File: config.mk
export PLATFORM = sky130hd
export DESIGN_NAME = axi_read_arbiter
export DESIGN_NICKNAME = d
export VERILOG_FILES = /design/src/rtl/axi_rd_pkg.sv /design/src/rtl/rr_pick2.sv /design/src/rtl/axi_read_arbiter.sv
export SDC_FILE = /design/constraint.sdc
export NUM_CORES = 1
export LEC_CHECK = 0
export ABC_CLOCK_PERIOD_IN_PS = 1700
export BUFFER_PORTS_ARGS = -buffer_cell sky130_fd_sc_hd__buf_4
export CORE_AREA = 2 2 108 110
export DETAILED_ROUTE_END_ITERATION = 10
export DIE_AREA = 0 0 110 112
export HOLD_SLACK_MARGIN = 0.12
export PLACE_DENSITY = 0.57
export SETUP_SLACK_MARGIN = 0.02
export SYNTH_ARGS = -nofsm -noshare
export SYNTH_HDL_FRONTEND = slang
export SYNTH_SLANG_ARGS = --single-unit
File: constraint.sdc
create_clock -name i_clock -period 1.7 [get_ports i_clock]
set_input_delay 0.34 -clock i_clock [delete_from_list [all_inputs] [get_ports i_clock]]
set_output_delay 0.34 -clock i_clock [all_outputs]
set_load 0.02 [all_outputs]
File: src/rtl/axi_rd_pkg.sv
// Shared types and constants for the AXI read-path arbitration blocks.
// Holds the arbiter FSM encoding, AXI response/burst codes and default widths.
package axi_rd_pkg;

    typedef enum logic [1:0] {
        IDLE = 2'd0,
        ADDR = 2'd1,
        DATA = 2'd2
    } rd_state_e;

    localparam logic [1:0] RESP_OKAY   = 2'b00;
    localparam logic [1:0] RESP_SLVERR = 2'b10;
    localparam logic [1:0] RESP_DECERR = 2'b11;

    localparam logic [1:0] BURST_FIXED = 2'b00;
    localparam logic [1:0] BURST_INCR  = 2'b01;
    localparam logic [1:0] BURST_WRAP  = 2'b10;

    localparam int DEF_ADDR_W = 32;
    localparam int DEF_DATA_W = 32;
    localparam int DEF_ID_W   = 4;

endpackage

File: src/rtl/rr_pick2.sv
// Combinational two-way round-robin picker: on a tie the requester that was
// not served last wins; a single requester always wins.
module rr_pick2 (
    input  logic [1:0] req,
    input  logic       last,
    output logic       gnt,
    output logic       valid
);

    always_comb begin
        valid = |req;
        gnt   = 1'b0;
        case (req)
            2'b10:   gnt = 1'b1;
            2'b11:   gnt = ~last;
            default: gnt = 1'b0;
        endcase
    end

endmodule

File: src/rtl/axi_read_arbiter.sv
// Two-master (0 = instruction fetch, 1 = LSU) to one-slave AXI4 read arbiter.
// Round-robin grant, held from the AR handshake until the rlast beat is accepted.
module axi_read_arbiter
    import axi_rd_pkg::*;
#(
    parameter int   ADDR_W      = DEF_ADDR_W,
    parameter int   DATA_W      = DEF_DATA_W,
    parameter int   ID_W        = DEF_ID_W,
    parameter logic FIRST_GRANT = 1'b0
) (
    input  logic              i_clock,
    input  logic              i_reset,
    input  logic              m0_arvalid,
    output logic              m0_arready,
    input  logic [ADDR_W-1:0] m0_araddr,
    input  logic [ID_W-1:0]   m0_arid,
    input  logic [7:0]        m0_arlen,
    input  logic [2:0]        m0_arsize,
    input  logic [1:0]        m0_arburst,
    output logic              m0_rvalid,
    input  logic              m0_rready,
    output logic [DATA_W-1:0] m0_rdata,
    output logic [1:0]        m0_rresp,
    output logic              m0_rlast,
    output logic [ID_W-1:0]   m0_rid,
    input  logic              m1_arvalid,
    output logic              m1_arready,
    input  logic [ADDR_W-1:0] m1_araddr,
    input  logic [ID_W-1:0]   m1_arid,
    input  logic [7:0]        m1_arlen,
    input  logic [2:0]        m1_arsize,
    input  logic [1:0]        m1_arburst,
    output logic              m1_rvalid,
    input  logic              m1_rready,
    output logic [DATA_W-1:0] m1_rdata,
    output logic [1:0]        m1_rresp,
    output logic              m1_rlast,
    output logic [ID_W-1:0]   m1_rid,
    output logic              s_arvalid,
    input  logic              s_arready,
    output logic [ADDR_W-1:0] s_araddr,
    output logic [ID_W-1:0]   s_arid,
    output logic [7:0]        s_arlen,
    output logic [2:0]        s_arsize,
    output logic [1:0]        s_arburst,
    input  logic              s_rvalid,
    output logic              s_rready,
    input  logic [DATA_W-1:0] s_rdata,
    input  logic [1:0]        s_rresp,
    input  logic              s_rlast,
    input  logic [ID_W-1:0]   s_rid,
    output logic              o_busy,
    output logic              o_grant
);

    rd_state_e state, state_nxt;
    logic      grant, grant_nxt;
    logic      last_grant, last_grant_nxt;
    logic      pick_gnt, pick_vld;
    logic      ar_hs, r_done;

    rr_pick2 u_pick (
        .req   ({m1_arvalid, m0_arvalid}),
        .last  (last_grant),
        .gnt   (pick_gnt),
        .valid (pick_vld)
    );

    always_ff @(posedge i_clock or negedge i_reset) begin
        if (!i_reset) begin
            state      <= IDLE;
            grant      <= FIRST_GRANT;
            last_grant <= ~FIRST_GRANT;
        end else begin
            state      <= state_nxt;
            grant      <= grant_nxt;
            last_grant <= last_grant_nxt;
        end
    end

    // Every slave/master-facing output is gated by state, so an async reset
    // silences the bus immediately without waiting for a clock edge.
    always_comb begin
        state_nxt      = state;
        grant_nxt      = grant;
        last_grant_nxt = last_grant;
        ar_hs          = 1'b0;
        r_done         = 1'b0;

        m0_arready = 1'b0;
        m1_arready = 1'b0;
        s_arvalid  = 1'b0;
        s_araddr   = '0;
        s_arid     = '0;
        s_arlen    = '0;
        s_arsize   = '0;
        s_arburst  = '0;
        s_rready   = 1'b0;
        m0_rvalid  = 1'b0;
        m0_rdata   = '0;
        m0_rresp   = '0;
        m0_rlast   = 1'b0;
        m0_rid     = '0;
        m1_rvalid  = 1'b0;
        m1_rdata   = '0;
        m1_rresp   = '0;
        m1_rlast   = 1'b0;
        m1_rid     = '0;

        case (state)
            IDLE: begin
                if (pick_vld) begin
                    grant_nxt = pick_gnt;
                    state_nxt = ADDR;
                end
            end
            ADDR: begin
                if (grant) begin
                    s_arvalid  = m1_arvalid;
                    s_araddr   = m1_araddr;
                    s_arid     = m1_arid;
                    s_arlen    = m1_arlen;
                    s_arsize   = m1_arsize;
                    s_arburst  = m1_arburst;
                    m1_arready = s_arready;
                    ar_hs      = m1_arvalid & s_arready;
                end else begin
                    s_arvalid  = m0_arvalid;
                    s_araddr   = m0_araddr;
                    s_arid     = m0_arid;
                    s_arlen    = m0_arlen;
                    s_arsize   = m0_arsize;
                    s_arburst  = m0_arburst;
                    m0_arready = s_arready;
                    ar_hs      = m0_arvalid & s_arready;
                end
                if (ar_hs) state_nxt = DATA;
            end
            DATA: begin
                if (grant) begin
                    m1_rvalid = s_rvalid;
                    m1_rdata  = s_rdata;
                    m1_rresp  = s_rresp;
                    m1_rlast  = s_rlast;
                    m1_rid    = s_rid;
                    s_rready  = m1_rready;
                    r_done    = s_rvalid & m1_rready & s_rlast;
                end else begin
                    m0_rvalid = s_rvalid;
                    m0_rdata  = s_rdata;
                    m0_rresp  = s_rresp;
                    m0_rlast  = s_rlast;
                    m0_rid    = s_rid;
                    s_rready  = m0_rready;
                    r_done    = s_rvalid & m0_rready & s_rlast;
                end
                // rlast alone closes the burst; beats are deliberately not counted
                if (r_done) begin
                    last_grant_nxt = grant;
                    state_nxt      = IDLE;
                end
            end
            default: state_nxt = IDLE;
        endcase
    end

    assign o_busy  = (state != IDLE);
    assign o_grant = grant;

endmodule
==> flow_metrics.tcl <==
set metrics [dict create \
    worstHoldPathCells 2 \
    critPathMaxFanout 10 \
    finalCritPeriodShare_pct 108.2 \
    netlist_area_mm2 0.001551 \
    antenna_found_initial 0 \
    rr_worst_depth 5 \
    required_ps 1360 \
    crit_slowest_cell "dfrtp_1" \
    path_common_cell "buf_6" \
    insertedDiodeCount 0 \
    holdWs_ps 349.3 \
    grt_pass1_vias 2609 \
    cts_buffer_depth 2 \
    cts_tree "done" \
    h-tree-depth 1 \
    final_layout_size_suffix_gt1_share_pct 70.83 \
    ys.warnings.count 0 \
    critPathMaxStageDelay_ps 390 \
    synth_seq_cells 4 \
    reg2reg_from "o_grant$_DFFE_PN0P_" \
    crit_type "flip-flop to output pin" \
    utilization_pct 43.69 \
    holdPathEnd "o_grant$_DFFE_PN0P_" \
    end_kind "output pin" \
    die_area_mm2 0.01232 \
    cts_buffers 3 \
    startpoint "state[0]$_DFFE_PN0P_" \
    path_clk_slew_ps 30 \
    fin_nets 674 \
    die_w_um 110 \
    start_util_pct 13.88 \
    avgSynthCellArea_um2 6.835 \
    hold_viol 0 \
    hold_class "input pin to flip-flop" \
    numPortBuffers 279 \
    gp_congestion 0.8732 \
    cts_root_buf "clkbuf_16" \
    grt_max_degree 41 \
    min_from "m0_arvalid" \
    antenna_left 0 \
    syn_to_final_growth_pct 214.7 \
    wl_um 10850 \
    tightest_slew_ps 221.7 \
    drc 0 \
    fin_skew_ps 4.823 \
    setup_violations 131 \
    fmax_mhz 543.5 \
    cap_violations 0 \
    hpwl_um 7167 \
    slew_viol_final 0 \
    drt-initial-drc-count 91 \
    vias 2791 \
    setup_ws_ps -139.9 \
    rsz0062_at_grt "true" \
    pre_cts_ws_ps 73.09 \
    row_count 39 \
    p_leak_nw 2.642 \
    cp-start-kind "flip-flop" \
    slew_headroom_pct 85.10 \
    worstPathArrival_ps 1500 \
    ys_types 21 \
    cellPowerDensity_mw_per_mm2 1378 \
    grt_pass1_wl_um 12850 \
    overflow 0 \
    timing.rr.end "last_grant$_DFFE_PN1P_" \
    cp_cell_sequence "nand2b_4 > nor2_4 > buf_6 > buf_12 > and2_1 > buf_6" \
    cts_sinks 4 \
    ys_seq_area_share_pct 6.532 \
    synth_fp_nets 372 \
    syn_inst 227 \
    violations "negative setup slack" \
    fill_cells 1078 \
    dr.pass1.iters 4 \
    vias_per_cell 4.159 \
    status "finished with violations" \
    r2r_setup_slack_ps 210 \
    ioPinCount 280 \
    post_drt_wl_per_cell_um 16.17 \
    clock_latency_ps 230 \
    fin_crit_ps 1840 \
    irDropWorstVdd_uv 688.3 \
    setup_tns_ps -9734 \
    core-area_mm2 0.01117 \
    die_h_um 112 \
    grt_use_total_pct 13.32 \
]
final cells by class:
type                       instances  area, um2  share of cell area, %
clock buffer                       4      78.83                  1.615
inverter                           3      13.76                 0.2819
multi-input combinational        201       1520                  31.14
sequential                         4      103.9                  2.127
tap                              143      178.9                  3.665
timing repair buffer             316       2987                  61.17
critical path: cells and delay by family (launching register included):
family	cells	cell delay [ps]
buffers and inverters	3	390
DFF	1	390
and+or+nand+nor	3	480
flip-flops by register name, indices dropped and copies added, names as in the netlist:
signal	count
state	2
last_grant	1
o_grant	1
per-stage QoR:
stage	instances	total power, W	instance area, um2
2_1_floorplan	227	0.002759	1551
3_5_place_dp	635	0.004522	3805
6_report	671	0.006729	4882
4_1_cts	651	0.005462	4350
5_1_grt	671	0.007083	4882
3_3_place_gp	635	0.004496	3805
cells by family after synthesis:
| group | share of synthesized area [%] |
|---|---|
| AOI/OAI and AO/OA | 2.097 |
| buffers and inverters | 8.387 |
| and+or+nand+nor | 49.35 |
| muxes | 33.63 |
| DFF | 6.532 |
report_power, final:
| part | switching [W] | leakage [nW] | internal [W] |
|---|---|---|---|
| Combinational | 0.00297 | 2.56 | 0.00317 |
| Clock | 0.0000755 | 0.0382 | 0.000311 |
| Sequential | 0.0000486 | 0.0434 | 0.000153 |
worst max path at each step:
stage          slack (ps)           end  cells after the start
3_3_place_gp          130     s_arid[2]                      4
3_5_place_dp           70     s_arid[2]                      4
4_1_cts              -110  m1_rdata[27]                      7
2_1_floorplan          30    m0_arready                      3
6_report             -140  m0_rdata[14]                      6
5_1_grt              -200   m0_rresp[1]                      6
synthesized netlist by cell type, drive strengths merged:
| master | number | area [um2] |
|---|---|---|
| nor3 | 4 | 20.02 |
| dfrtp | 3 | 75.07 |
| clkbuf | 4 | 20.02 |
| nor2 | 56 | 215.2 |
| o32ai | 1 | 8.760 |
| mux2 | 1 | 11.26 |
| nand2b | 3 | 26.27 |
| mux2i | 51 | 510.5 |
| a31oi | 1 | 6.260 |
| a21oi | 1 | 5.000 |
| nand2 | 1 | 3.750 |
| buf | 16 | 98.85 |
| dfstp | 1 | 26.28 |
| and2 | 80 | 500.5 |
| inv | 3 | 11.26 |
| a211oi | 1 | 12.51 |
timing repair:
action / 4_1_cts / 5_1_grt
pin swaps: 2 / 18
endpoints found under the setup margin: 131 / 132
buffers inserted: 9 / 8
gates resized for setup: 82 / 65
hold buffers: 1 / 0
endpoints found under the hold margin: 4 / 0
gates cloned: 2 / 14
layout by cell type (no fill, tap or decap):
cell type      instances
nor2_1                49
mux2i_1               45
dlygate4sd3_1          1
dfrtp_2                2
inv_1                  2
clkbuf_1               1
buf_4                212
dfstp_2                1
nand2b_4               3
a21oi_1                1
nand2_1                1
inv_4                  1
a211oi_2               1
and2_4                33
a31oi_1                1
dfrtp_1                1
o32ai_1                1
nor2_4                 3
buf_2                  1
and2_1                47
nor3_1                 3
buf_16                 2
nand2b_1               1
mux2_2                 1
nor2_2                 4
buf_6                 83
mux2i_2                2
buf_12                 7
mux2i_4                4
nor3_4                 1
clkbuf_16             13
layer usage:
| metal | share of wire [%] | GRT usage, % |
|---|---|---|
| met2 | 57 | 27.85 |
| met3 | 8.2 | 3.044 |
| met4 | 0.65 | 2.447 |
| met1 | 34 | 12.64 |
| met5 | 0 | 0 |
No activity file was read; power rests on OpenSTA's default activity.
